### src/rtl/cu_seq_if.sv
// Program-memory and datapath-control bundle between cu_sequencer (master)
// and the ROM / computational unit (slave).
interface cu_seq_if #(
    parameter int PC_W = 8
);
    logic [PC_W-1:0] pm_addr;
    logic [7:0]      pm_data;
    logic            r_eq_0;
    logic [3:0]      nibble_ir;
    logic [3:0]      source_sel;
    logic [9:0]      reg_en;
    logic            i_sel;
    logic            x_sel;
    logic            y_sel;

    modport master (
        output pm_addr, nibble_ir, source_sel, reg_en, i_sel, x_sel, y_sel,
        input  pm_data, r_eq_0
    );

    modport slave (
        input  pm_addr, nibble_ir, source_sel, reg_en, i_sel, x_sel, y_sel,
        output pm_data, r_eq_0
    );
endinterface

### src/rtl/cu_sequencer.sv
// Program sequencer and instruction decoder for the 4-bit computational unit.
// Optional single-step port pair enabled by defining CU_SEQ_STEP_EN.
//
// state    | meaning
// ---------+--------------------------------------------------------------
// ST_RESET | entered on reset, outputs idle
// ST_FILL  | refill bubble: ir <= rom, pc <= pc+1
// ST_EXEC  | decode live (when run or single-step), ir/pc advance or jump
// ST_HOLD  | bubble with pc and ir frozen
module cu_sequencer #(
    parameter int PC_W = 8
) (
    input  logic            clk,
    input  logic            sync_reset_n,
    input  logic            run,
`ifdef CU_SEQ_STEP_EN
    input  logic            step_req,
    output logic            step_ack,
`endif
    cu_seq_if.master        bus,
    output logic [PC_W-1:0] pc,
    output logic [7:0]      ir,
    output logic            executing
);

    typedef enum logic [1:0] {
        ST_RESET = 2'd0,
        ST_FILL  = 2'd1,
        ST_EXEC  = 2'd2,
        ST_HOLD  = 2'd3
    } state_t;

    state_t          state;
    state_t          state_nxt;
    logic [PC_W-1:0] pc_nxt;
    logic [7:0]      ir_nxt;
    logic            live;
    logic            jump_taken;
    logic            step_mode;
    logic            step_mode_nxt;
    logic            step_go;

    logic [2:0]      dest;
    logic [2:0]      src;
    logic            wr;
    logic            src_dm;

`ifdef CU_SEQ_STEP_EN
    assign step_go = (state == ST_HOLD) && !run && step_req;

    always_ff @(posedge clk) begin
        if (!sync_reset_n) begin
            step_mode <= 1'b0;
            step_ack  <= 1'b0;
        end else begin
            step_mode <= step_mode_nxt;
            step_ack  <= (state == ST_EXEC) && step_mode;
        end
    end
`else
    assign step_go   = 1'b0;
    assign step_mode = 1'b0;
`endif

    // A stepped instruction executes even though run is low.
    assign live      = (state == ST_EXEC) && (run || step_mode);
    assign executing = live;

    assign bus.pm_addr   = pc;
    assign bus.nibble_ir = ir[3:0];

    always_ff @(posedge clk) begin
        if (!sync_reset_n) begin
            state <= ST_RESET;
            pc    <= '0;
            ir    <= 8'h00;
        end else begin
            state <= state_nxt;
            pc    <= pc_nxt;
            ir    <= ir_nxt;
        end
    end

    always_comb begin
        state_nxt     = state;
        pc_nxt        = pc;
        ir_nxt        = ir;
        step_mode_nxt = 1'b0;
        unique case (state)
            ST_RESET: state_nxt = ST_FILL;
            ST_FILL: begin
                ir_nxt    = bus.pm_data;
                pc_nxt    = pc + 1'b1;
                state_nxt = run ? ST_EXEC : ST_HOLD;
            end
            ST_EXEC: begin
                if (live) begin
                    ir_nxt = bus.pm_data;
                    if (jump_taken) begin
                        pc_nxt    = {pc[PC_W-1:4], ir[3:0]};
                        state_nxt = ST_FILL;
                    end else begin
                        pc_nxt    = pc + 1'b1;
                        state_nxt = step_mode ? ST_HOLD : ST_EXEC;
                    end
                end else begin
                    state_nxt = ST_HOLD;
                end
            end
            ST_HOLD: begin
                if (run) begin
                    state_nxt = ST_EXEC;
                end else if (step_go) begin
                    state_nxt     = ST_EXEC;
                    step_mode_nxt = 1'b1;
                end
            end
            default: state_nxt = ST_RESET;
        endcase
    end

    always_comb begin
        bus.source_sel = 4'd0;
        bus.reg_en     = 10'd0;
        bus.i_sel      = 1'b0;
        bus.x_sel      = 1'b0;
        bus.y_sel      = 1'b0;
        jump_taken     = 1'b0;
        dest           = 3'd0;
        src            = 3'd0;
        wr             = 1'b0;
        src_dm         = 1'b0;
        if (live) begin
            casez (ir)
                8'b0???_????: begin
                    dest           = ir[6:4];
                    wr             = 1'b1;
                    bus.source_sel = 4'd8;
                end
                8'b10??_????: begin
                    dest           = ir[5:3];
                    src            = ir[2:0];
                    wr             = 1'b1;
                    src_dm         = (ir[2:0] == 3'd7);
                    bus.source_sel = (ir[5:3] == ir[2:0]) ? 4'd9 : {1'b0, ir[2:0]};
                end
                8'b110?_????: begin
                    bus.x_sel     = ir[4];
                    bus.y_sel     = ir[3];
                    bus.reg_en[4] = 1'b1;
                end
                8'b1110_????: jump_taken = 1'b1;
                default:      jump_taken = !bus.r_eq_0;
            endcase
            if (wr) begin
                unique case (dest)
                    3'd0: bus.reg_en[0] = 1'b1;
                    3'd1: bus.reg_en[1] = 1'b1;
                    3'd2: bus.reg_en[2] = 1'b1;
                    3'd3: bus.reg_en[3] = 1'b1;
                    3'd4: bus.reg_en[8] = 1'b1;
                    3'd5: bus.reg_en[5] = 1'b1;
                    3'd6: bus.reg_en[6] = 1'b1;
                    3'd7: bus.reg_en[7] = 1'b1;
                    default: ;
                endcase
                // dm accesses post-increment i, except when i is being loaded.
                if ((dest == 3'd7 || src_dm) && dest != 3'd6) begin
                    bus.reg_en[6] = 1'b1;
                    bus.i_sel     = 1'b1;
                end
            end
        end
    end

endmodule

### src/flat_wrapper.sv
// flat-port wrapper written by rule: the top's interface ports become plain ports
module cu_sequencer_flat 
#(
    parameter int PC_W = 8
)
  (clk, sync_reset_n, run, pc, ir, executing, bus_pm_addr, bus_nibble_ir, bus_source_sel, bus_reg_en, bus_i_sel, bus_x_sel, bus_y_sel, bus_pm_data, bus_r_eq_0);
  cu_seq_if #(.PC_W(PC_W)) bus_i ();
  input  logic clk;
  input  logic sync_reset_n;
  input  logic run;
  output logic [PC_W-1:0] pc;
  output logic [7:0] ir;
  output logic executing;
  output wire logic [$bits(bus_i.pm_addr)-1:0] bus_pm_addr;
  output wire logic [$bits(bus_i.nibble_ir)-1:0] bus_nibble_ir;
  output wire logic [$bits(bus_i.source_sel)-1:0] bus_source_sel;
  output wire logic [$bits(bus_i.reg_en)-1:0] bus_reg_en;
  output wire logic [$bits(bus_i.i_sel)-1:0] bus_i_sel;
  output wire logic [$bits(bus_i.x_sel)-1:0] bus_x_sel;
  output wire logic [$bits(bus_i.y_sel)-1:0] bus_y_sel;
  input wire logic [$bits(bus_i.pm_data)-1:0] bus_pm_data;
  input wire logic [$bits(bus_i.r_eq_0)-1:0] bus_r_eq_0;
  assign bus_pm_addr = bus_i.pm_addr;
  assign bus_nibble_ir = bus_i.nibble_ir;
  assign bus_source_sel = bus_i.source_sel;
  assign bus_reg_en = bus_i.reg_en;
  assign bus_i_sel = bus_i.i_sel;
  assign bus_x_sel = bus_i.x_sel;
  assign bus_y_sel = bus_i.y_sel;
  assign bus_i.pm_data = bus_pm_data;
  assign bus_i.r_eq_0 = bus_r_eq_0;
  cu_sequencer #(.PC_W(PC_W)) u_core (.clk(clk), .sync_reset_n(sync_reset_n), .run(run), .bus(bus_i), .pc(pc), .ir(ir), .executing(executing));
endmodule
### config.mk
export PLATFORM = sky130hd
export DESIGN_NAME = cu_sequencer_flat
export DESIGN_NICKNAME = d
export VERILOG_FILES = /design/src/rtl/cu_seq_if.sv /design/src/rtl/cu_sequencer.sv /design/src/flat_wrapper.sv
export SDC_FILE = /design/constraint.sdc
export NUM_CORES = 1
export LEC_CHECK = 0
export ABC_AREA = 1
export CAP_MARGIN = 20
export CORE_MARGIN = 4
export CORE_UTILIZATION = 37
export CTS_CLUSTER_SIZE = 10
export DETAILED_ROUTE_END_ITERATION = 12
export GPL_TIMING_DRIVEN = 0
export HOLD_SLACK_MARGIN = 0.02
export MAX_ROUTING_LAYER = met4
export PLACE_DENSITY_LB_ADDON = 0.12
export REMOVE_ABC_BUFFERS = 1
export SLEW_MARGIN = 10
export SYNTH_ARGS = -nofsm -noshare
export SYNTH_HDL_FRONTEND = slang
export SYNTH_SLANG_ARGS = --single-unit
### constraint.sdc
create_clock -name clk -period 2.18 [get_ports clk]
set_clock_uncertainty 0.2 [all_clocks]
set_input_delay 0.436 -clock clk [delete_from_list [all_inputs] [get_ports clk]]
set_output_delay 0.436 -clock clk [all_outputs]
set_load 0.02 [all_outputs]
==> flow_summary.ini <==
[status]
status = completed

[die]
floorplan.core_area_um2 = 3360
die-area_um2 = 4550
io_pins = 58
num_rows = 21
start_util = 0.389
die_h_um = 67.5
die_w_um = 67.5

[clocking]
cts_tree = done
clock_path_buffers = 2
htreeDepth = 1
cts_buffers = 3
path_clk_slew_ps = 110
clock_latency_ps = 300
ctsHoldBuffers = 0
clock_sinks = 18
cts_root_buf = clkbuf_4

[timing]
tightest_slew_ps = 611
setup_violations = 0
fin_ws_ps = 33.0
rsz0062_at_grt = true
whs_ps = 313
finalHoldViolations = 0
period_minus_slack_ps = 2150
clock.fmax_mhz = 466
slew_viol_final = 0
period_share = 0.985
relSlewSlack = 0.592

[yosys]
synthesis.area_um2 = 1310
synth_top_area_share = 0.275
syn_avg_cell_area_um2 = 6.58
synth.distinct_cells = 28
synthesis.instances = 199
synth_edf_count = 0
synth_area_leaders = dfxtp_1 (28%), nand2_1 (11%), nor2_1 (8.6%)
yosysSeqAreaShare = 0.275
synth-seq-cells = 18
yosys_warnings = 0
yosysTopAreaCell = dfxtp_1
synth_top_flop_cell = dfxtp_1
synthArstFlopShare = 0

[power]
p_leak_nw = 0.811
finalPower_mw = 1.42
power_density_nw_per_um2 = 728
ir_worst_vdd_v = 0.000448

[placement]
gp_congestion = 0.772
hpwl_um = 2480
dp.cells = 283
port_buffers = 56
pre_cts_ws_ps = -697

[detailed_routing]
dr_total_vias = 1363
wire_per_inst_um = 11.5
drc = 0
drt-vias-per-instance = 4.62
drt-initial-drc-count = 29
ant_nets = 0
drt-total-wl_um = 3410
dr.pass1.iters = 4

[worst_setup_path]
cp_max_fo = 5
crit_arrival_ps = 1510
cp-end-kind = primary output
required_ps = 1540
startpoint_type = register
criticalPathCategory = register to primary output

[global_routing]
grt-ovfl-total = 0
grt_pass1_wl_um = 5380
grt_antenna_before_repair = 0
grt_max_degree = 19
track_usage = 0.153
first_global_vias = 1245

[cells_and_area]
fin_util = 0.580
syn2layout_area_growth_pct = 49.1
final_nets = 268
diodes = 0
layout_common_cells = clkdlybuf4s50_1 (38), nand2_1 (36), nor2_1 (25)
nFillCells = 351
layout-drive-gt1-share = 0.281
final_common_cell = clkdlybuf4s50_1
final_cells = 295

[job]
cap_viol_max_count = 0

[min_path]
hp-class = register to register
-- final cells by class --
cell class | count | area, um2 | area share
clock buffers | 3 | 22.5 | 0.0115
inverters | 24 | 92.6 | 0.0474
multi-input cells | 139 | 803 | 0.412
flip-flops and latches | 18 | 375 | 0.192
well taps | 46 | 57.6 | 0.0295
repair buffers | 65 | 601 | 0.308
-- synth_stat cells (3+ instances only) --
cell and instances:
ha_1 5, nor3_1 3, nand3_1 10, nor2_1 30
nand4_1 3, nor2_2 5, o21ai_0 12, nand2_1 40
buf_4 14, inv_1 24, dfxtp_1 18, a21oi_1 11
o21ai_1 3
-- power by group --
group          total [mW]  switching [mW]  internal, mW
sequential          0.479          0.0840         0.395
clock               0.170           0.105        0.0643
combinational       0.773           0.427         0.345
-- worst max-delay path, stage by stage, from the launching register on --
cell and delay (ps):
dfxtp_4 410, buf_12 120, buf_4 110, clkdlybuf4s50_1 590
-- worst paths after layout --
path                            cells past startpoint       startpoint  slack, ps               endpoint
worst max-delay path                                3     u_core.ir[7]         30                  ir[7]
worst min-delay path                                1  u_core.state[1]        310        u_core.state[1]
worst max register to register                      8  u_core.state[0]        260  u_core.bus.pm_addr[1]
worst min register to register                      1  u_core.state[1]        310        u_core.state[1]
-- cells by family after synthesis --
| group | after synthesis | share of synthesized area |
|---|---|---|
| and+or+nand+nor | 96 | 0.326 |
| buffers and inverters | 42 | 0.180 |
| AOI/OAI and AO/OA | 35 | 0.155 |
| DFF | 18 | 0.275 |
| adders and majority gates | 5 | 0.0478 |
| xor gates and xnor gates | 2 | 0.0134 |
| other | 1 | 0.00287 |
-- state kept, by name (all words and copies together), names as in the netlist --
register / flops
u_core.bus.pm_addr: 8
u_core.ir: 8
u_core.state: 2
-- metrics by stage --
step / setup TNS, ps / area (um2)
floorplan: -205 / 1160
global placement: -9600 / 1780
detailed placement: -9710 / 1780
CTS: 0 / 1890
global route: -94.7 / 1950
finish: 0 / 1950
-- per-layer routing --
layer,track usage,part of all wire
met5,-,0
met4,0.0456,0.0094
met3,0.0166,0.039
met2,0.245,0.49
met1,0.201,0.46
-- timing repair --
action / CTS / global route
cloned: 0 / 0
gates resized for setup: 80 / 38
setup endpoints to repair: 19 / 15
buffers inserted: 6 / 3
pin swaps: 3 / 9
Note: power is estimated with default switching activity, not from simulation.
